### config.mk
export PLATFORM = sky130hd
export DESIGN_NAME = vram_port_arbiter
export DESIGN_NICKNAME = d
export VERILOG_FILES = /design/src/rtl/vram_port_arbiter_pkg.sv /design/src/rtl/vram_port_arbiter_sat_counter.sv /design/src/rtl/vram_port_arbiter.sv
export SDC_FILE = /design/constraint.sdc
export NUM_CORES = 1
export LEC_CHECK = 0
export CORE_UTILIZATION = 53
export DETAILED_ROUTE_END_ITERATION = 7
export DONT_BUFFER_PORTS = 1
export PLACE_DENSITY = 0.74
export REMOVE_ABC_BUFFERS = 1
export SYNTH_ARGS = -nofsm -noshare
export SYNTH_HDL_FRONTEND = slang
export SYNTH_SLANG_ARGS = --single-unit
### constraint.sdc
create_clock -name clkPixel -period 2.65 [get_ports clkPixel]
set_input_delay 0.53 -clock clkPixel [delete_from_list [all_inputs] [get_ports clkPixel]]
set_output_delay 0.53 -clock clkPixel [all_outputs]
set_load 0.01 [all_outputs]
### src/rtl/vram_port_arbiter_pkg.sv
`default_nettype none
// +--------------------------------------------------------------------+
// | vram_port_arbiter_pkg : shared arbiter state encoding and widths    |
// | Revision: 1.0                                                      |
// +--------------------------------------------------------------------+
package vram_port_arbiter_pkg;

  // Statistics width, shared with the FSX status registers
  localparam int STAT_WIDTH = 16;

  typedef enum logic [1:0] {
    ST_IDLE = 2'd0,
    ST_PEND = 2'd1,
    ST_RESP = 2'd2
  } state_t;

endpackage
`default_nettype wire

### src/rtl/vram_port_arbiter_sat_counter.sv
`default_nettype none
// +--------------------------------------------------------------------+
// | vram_port_arbiter_sat_counter : saturating up-counter, sync clear  |
// | Revision: 1.0                                                      |
// +--------------------------------------------------------------------+
module vram_port_arbiter_sat_counter
  import vram_port_arbiter_pkg::*;
#(
  parameter int WIDTH = STAT_WIDTH
) (
  input  logic             clk,
  input  logic             rst_n,
  input  logic             i_clr,
  input  logic             i_en,
  output logic [WIDTH-1:0] o_count
);

  logic [WIDTH-1:0] r_count;

  always_ff @(posedge clk or negedge rst_n) begin
    if (!rst_n) begin
      r_count <= '0;
    end else if (i_clr) begin
      r_count <= '0;
    end else if (i_en && (r_count != {WIDTH{1'b1}})) begin
      r_count <= r_count + WIDTH'(1);
    end
  end

  assign o_count = r_count;

endmodule
`default_nettype wire

### src/rtl/vram_port_arbiter.sv
`default_nettype none
// +--------------------------------------------------------------------+
// | vram_port_arbiter : GPU-priority sharing of one VRAM port with CPU |
// | Revision: 1.0                                                      |
// +--------------------------------------------------------------------+
module vram_port_arbiter
  import vram_port_arbiter_pkg::*;
#(
  parameter int WIDTH     = 8,
  parameter int ADDR_BITS = 17,
  parameter int MAX_WAIT  = 1023
) (
  input  logic                  clkPixel,
  input  logic                  nreset,
  input  logic                  gpu_re,
  input  logic [ADDR_BITS-1:0]  gpu_addr,
  output logic [WIDTH-1:0]      gpu_q,
  input  logic                  cpu_start,
  input  logic                  cpu_we,
  input  logic [ADDR_BITS-1:0]  cpu_addr,
  input  logic [WIDTH-1:0]      cpu_d,
  output logic [WIDTH-1:0]      cpu_q,
  output logic                  cpu_busy,
  output logic                  cpu_done,
  output logic                  cpu_timeout,
  output logic [STAT_WIDTH-1:0] cpu_wait_max,
  input  logic                  clr_stats,
  output logic [ADDR_BITS-1:0]  ram_addr,
  output logic [WIDTH-1:0]      ram_d,
  output logic                  ram_we,
  input  logic [WIDTH-1:0]      ram_q
);

  localparam logic [STAT_WIDTH-1:0] C_MAX_WAIT = STAT_WIDTH'(MAX_WAIT);

  state_t                r_state;
  state_t                w_state_next;
  logic                  w_accept;
  logic                  w_grant;
  logic                  w_wait_inc;
  logic [STAT_WIDTH-1:0] w_wait;

  logic                  r_req_we;
  logic [ADDR_BITS-1:0]  r_req_addr;
  logic [WIDTH-1:0]      r_req_d;
  logic [WIDTH-1:0]      r_cpu_q;
  logic                  r_cpu_done;
  logic                  r_timeout;
  logic [STAT_WIDTH-1:0] r_wait_max;

  always_ff @(posedge clkPixel or negedge nreset) begin
    if (!nreset) begin
      r_state <= ST_IDLE;
    end else begin
      r_state <= w_state_next;
    end
  end

  always_comb begin
    w_state_next = r_state;
    w_accept     = 1'b0;
    w_grant      = 1'b0;
    w_wait_inc   = 1'b0;
    case (r_state)
      ST_IDLE: begin
        if (cpu_start) begin
          w_accept     = 1'b1;
          w_state_next = ST_PEND;
        end
      end
      ST_PEND: begin
        // The GPU fetch schedule is fixed, so any GPU read steals the cycle
        if (gpu_re) begin
          w_wait_inc = 1'b1;
        end else begin
          w_grant      = 1'b1;
          w_state_next = ST_RESP;
        end
      end
      ST_RESP: w_state_next = ST_IDLE;
      default: w_state_next = ST_IDLE;
    endcase
  end

  vram_port_arbiter_sat_counter #(
    .WIDTH (STAT_WIDTH)
  ) u_wait_cnt (
    .clk     (clkPixel),
    .rst_n   (nreset),
    .i_clr   (w_accept),
    .i_en    (w_wait_inc),
    .o_count (w_wait)
  );

  always_ff @(posedge clkPixel or negedge nreset) begin
    if (!nreset) begin
      r_req_we   <= 1'b0;
      r_req_addr <= '0;
      r_req_d    <= '0;
      r_cpu_q    <= '0;
      r_cpu_done <= 1'b0;
      r_timeout  <= 1'b0;
      r_wait_max <= '0;
    end else begin
      r_cpu_done <= (r_state == ST_RESP);
      if (w_accept) begin
        r_req_we   <= cpu_we;
        r_req_addr <= cpu_addr;
        r_req_d    <= cpu_d;
      end
      if ((r_state == ST_RESP) && !r_req_we) begin
        r_cpu_q <= ram_q;
      end
      // A clear in the same cycle as a completion update takes precedence
      if (clr_stats) begin
        r_timeout  <= 1'b0;
        r_wait_max <= '0;
      end else begin
        if ((r_state == ST_PEND) && (w_wait == C_MAX_WAIT)) begin
          r_timeout <= 1'b1;
        end
        if ((r_state == ST_RESP) && (w_wait > r_wait_max)) begin
          r_wait_max <= w_wait;
        end
      end
    end
  end

  assign ram_addr     = w_grant ? r_req_addr : gpu_addr;
  assign ram_d        = w_grant ? r_req_d : '0;
  assign ram_we       = w_grant & r_req_we;
  assign gpu_q        = ram_q;
  assign cpu_q        = r_cpu_q;
  assign cpu_busy     = (r_state != ST_IDLE);
  assign cpu_done     = r_cpu_done;
  assign cpu_timeout  = r_timeout;
  assign cpu_wait_max = r_wait_max;

endmodule
`default_nettype wire

==> flow_summary.ini <==
[yosys]
synth_top_family_by_area = multiplexers
syn_area_mm2 = 0.00388
async_flop_share_pct = 100
yosys.area_share.simple_pct = 15.2
synth_area_leaders = dfrtp_1, mux2_2, ha_1
synth-edff-count = 0
synth_compound_area_share_pct = 10.2
ys.flop_type = dfrtp_1
yosys.area.top_type_share_pct = 45.1
synth.distinct_cells = 56
postSynthAreaPerCell_um2 = 11.6
synth-xor-area-share_pct = 2.93
yosysSeqAreaShare_pct = 45.1
yosysWarnings = 0
yosysTopAreaCell = dfrtp_1
synthMuxAreaShare_pct = 15.6
syn_inst = 336
synthAdderAreaFrac_pct = 5.48
synth-seq-cells = 70

[worst_setup_path]
path_cells = inv_1, ha_1, nand4_2, nor3_1, nor3_1, a41oi_4, o22ai_1
endpoint = cpu_wait_max[4]
worstPathMaxFanout = 15
worstPathArrival_ns = 2.58
rr_endpoint = cpu_wait_max[4]
critPathSlowestCell = a41oi_4
end_kind = flip-flop
max_stage_delay_ns = 0.62
required_ns = 2.84
crit_path_start_kind = flip-flop
r2r_slack_ns = 0.26
r2r-start = cpu_wait_max[14]
path_common_cell = nor3_1
cp-startpoint = cpu_wait_max[14]
reg2regPathDepth = 7
crit_type = flip-flop to flip-flop

[power_and_ir_drop]
intPower_uw = 2030
p_per_area_mw_per_mm2 = 705
switchingPower_uw = 924
switching_share_pct = 31.2
p_leak_uw = 0.00177
combPwrFrac_pct = 22.6
seq_power_share_pct = 48.6
vdd_drop_max_v = 0.000477
power_frac_clock_pct = 28.8

[detailed_routing]
vias = 2609
wl_mm = 7.95
drt_pre_antenna_iters = 4
viasPerCell = 5.92
remaining_drc_errors = 0
post_drt_wl_per_cell_um = 18.0
drtIter0Drc = 160
ant_nets = 0

[grt]
top_usage_layer = met2
gr-usage-met3_pct = 7.82
grt_first_pass_wirelength_mm = 13.4
grtUsageMet2_pct = 36.6
grt_max_degree = 71
antenna_found_initial = 0
grt_use_total_pct = 23.2
globalRouteOverflowTotal = 0
grt_pass1_vias = 2659
groute.layer.met1.usage_pct = 29.5

[die]
rows = 30
core_area_mm2 = 0.00694
io_pins = 117
dieHeight_um = 87.6
die_w_um = 87.6
dieArea_mm2 = 0.00767
start_util_pct = 55.9

[placement]
place_ws_ns = 0.306
placed_cells = 424
post-dp-hpwl_mm = 5.65
gp_congestion = 0.880
io_buffers = 0

[timing]
hold_violations = 0
worstMarginPinSlew_ns = 0.663
max_slew_margin_pct = 55.6
final-setup-viol-count = 0
rsz0062_at_grt = no
period_minus_slack_ns = 2.39
finClkSkew_ns = 0.0156
worst_slack_ns = 0.264
max_freq_mhz = 419
final-max-slew-violation-count = 0
fin_crit_sh_pct = 90.0

[finish]
nNetsFinal = 413
antennaDiodeCount = 0
fin_cells = 441
area_delta_synth_final_pct = 8.09
drive_above_1_share_pct = 30.4

[clock_tree]
cts.path.max_buffers = 2
post_cts_buffers = 0
clk_pin_slew_ns = 0.09
cts_tree = built
cts.sinks = 70
cts_root_buffer = clkbuf_8
clock_latency_ns = 0.35
htree_levels = 3
cts_buffers = 9

[flow_run]
max-cap-violations = 0

[min_path]
min_path_type = input pin to asynchronous set/reset pin

[outcome]
status = complete, no violations
[metrics by stage]
step                      util, %  hold WS [ns]  TNS, ns  area [µm²]  power (µW)
after global routing         60.4        0.0661        0        4200        3120
after floorplan                 -         0.234    -5.70        3740        1920
after detailed placement     57.3         0.236        0        3980        2100
after global placement       57.3         0.236        0        3980        2070
final                        60.4        0.0577        0        4200        2960
after CTS                    60.4        0.0613        0        4200        2980
[cell usage after synthesis (all sizes together), types with 2 or more instances]
| cell type | n |
|---|---|
| a2111oi | 3 |
| a211oi | 2 |
| a21oi | 7 |
| and2 | 11 |
| and3 | 2 |
| and4 | 2 |
| buf | 19 |
| clkbuf | 3 |
| dfrtp | 70 |
| ha | 17 |
| inv | 18 |
| mux2 | 51 |
| mux2i | 3 |
| nand2 | 15 |
| nand3 | 20 |
| nand4 | 9 |
| nor2 | 20 |
| nor2b | 2 |
| nor3 | 7 |
| nor3b | 2 |
| nor4b | 2 |
| o21ai | 4 |
| o22ai | 15 |
| or4 | 2 |
| xnor2 | 11 |
| xor2 | 2 |
[sequential cells by signal, summed over array words and instances (netlist names)]
register	count
r_req_addr	17
cpu_wait_max	16
u_wait_cnt.o_count	16
cpu_q	8
r_req_d	8
r_state	2
cpu_done	1
cpu_timeout	1
r_req_we	1
[power groups by stage]
stage / logic, µW / registers, µW / clock network [µW]
6_report: 667 / 1440 / 852
5_1_grt: 735 / 1470 / 921
4_1_cts: 671 / 1440 / 873
3_5_place_dp: 647 / 1450 / 0
3_3_place_gp: 620 / 1450 / 0
2_1_floorplan: 510 / 1410 / 0
[worst min-delay path by stage]
stage,end,slack (ns),depth (start not counted)
6_report,cpu_wait_max[2],0.06,1
4_1_cts,cpu_wait_max[2],0.06,1
3_5_place_dp,cpu_wait_max[2],0.24,0
3_3_place_gp,cpu_wait_max[2],0.24,0
5_1_grt,cpu_wait_max[13],0.07,1
2_1_floorplan,cpu_done,0.23,0
[cells by family (layout without fill, tap and decap cells)]
group,after synthesis,count (layout)
fa+ha+maj,17,17
xor+xnor,13,13
flops,70,70
simple gates,99,99
buf+inv,41,50
mux,54,54
compound gates,42,42
[layer usage]
| metal | vias up | wire [µm] |
|---|---|---|
| met5 | - | 0 |
| met4 | 0 | 140 |
| met3 | 10 | 635 |
| met2 | 111 | 3790 |
| met1 | 1279 | 3370 |
| li1 | 1209 | - |
[critical path: cells and delay by family, from the launching register on]
kind                     cells  cell delay (ns)
AND/OR/NAND/NOR              3             0.62
adder cells (fa/ha/maj)      1             0.32
AO/OA/AOI/OAI                2             0.78
flip-flops                   1             0.41
buffers and inverters        1             0.10
[cells in the final DEF, fill, tap and decap left out, types with 5 or more instances in the layout]
cell type	count
a21oi_1	7
and2_1	11
buf_4	14
clkbuf_8	9
dfrtp_1	70
ha_1	17
inv_1	18
mux2_2	51
nand2_1	15
nand3_1	20
nand4_1	6
nor2_1	17
nor3_1	5
o22ai_1	5
o22ai_2	10
xnor2_1	11
[cell type report]
type	count	area, µm²
clock buffer	11	131
timing repair buffer	15	133
tap	96	120
inverter	19	71.3
multi-input combinational	225	1930
fill	591	2750
clock inverter	5	60.1
sequential	70	1750
[what timing repair did]
action	CTS	global route
endpoints found under the hold margin	70	0
hold buffers	1	0
resized for setup	0	0
Note: power is estimated with default switching activity, not from simulation.
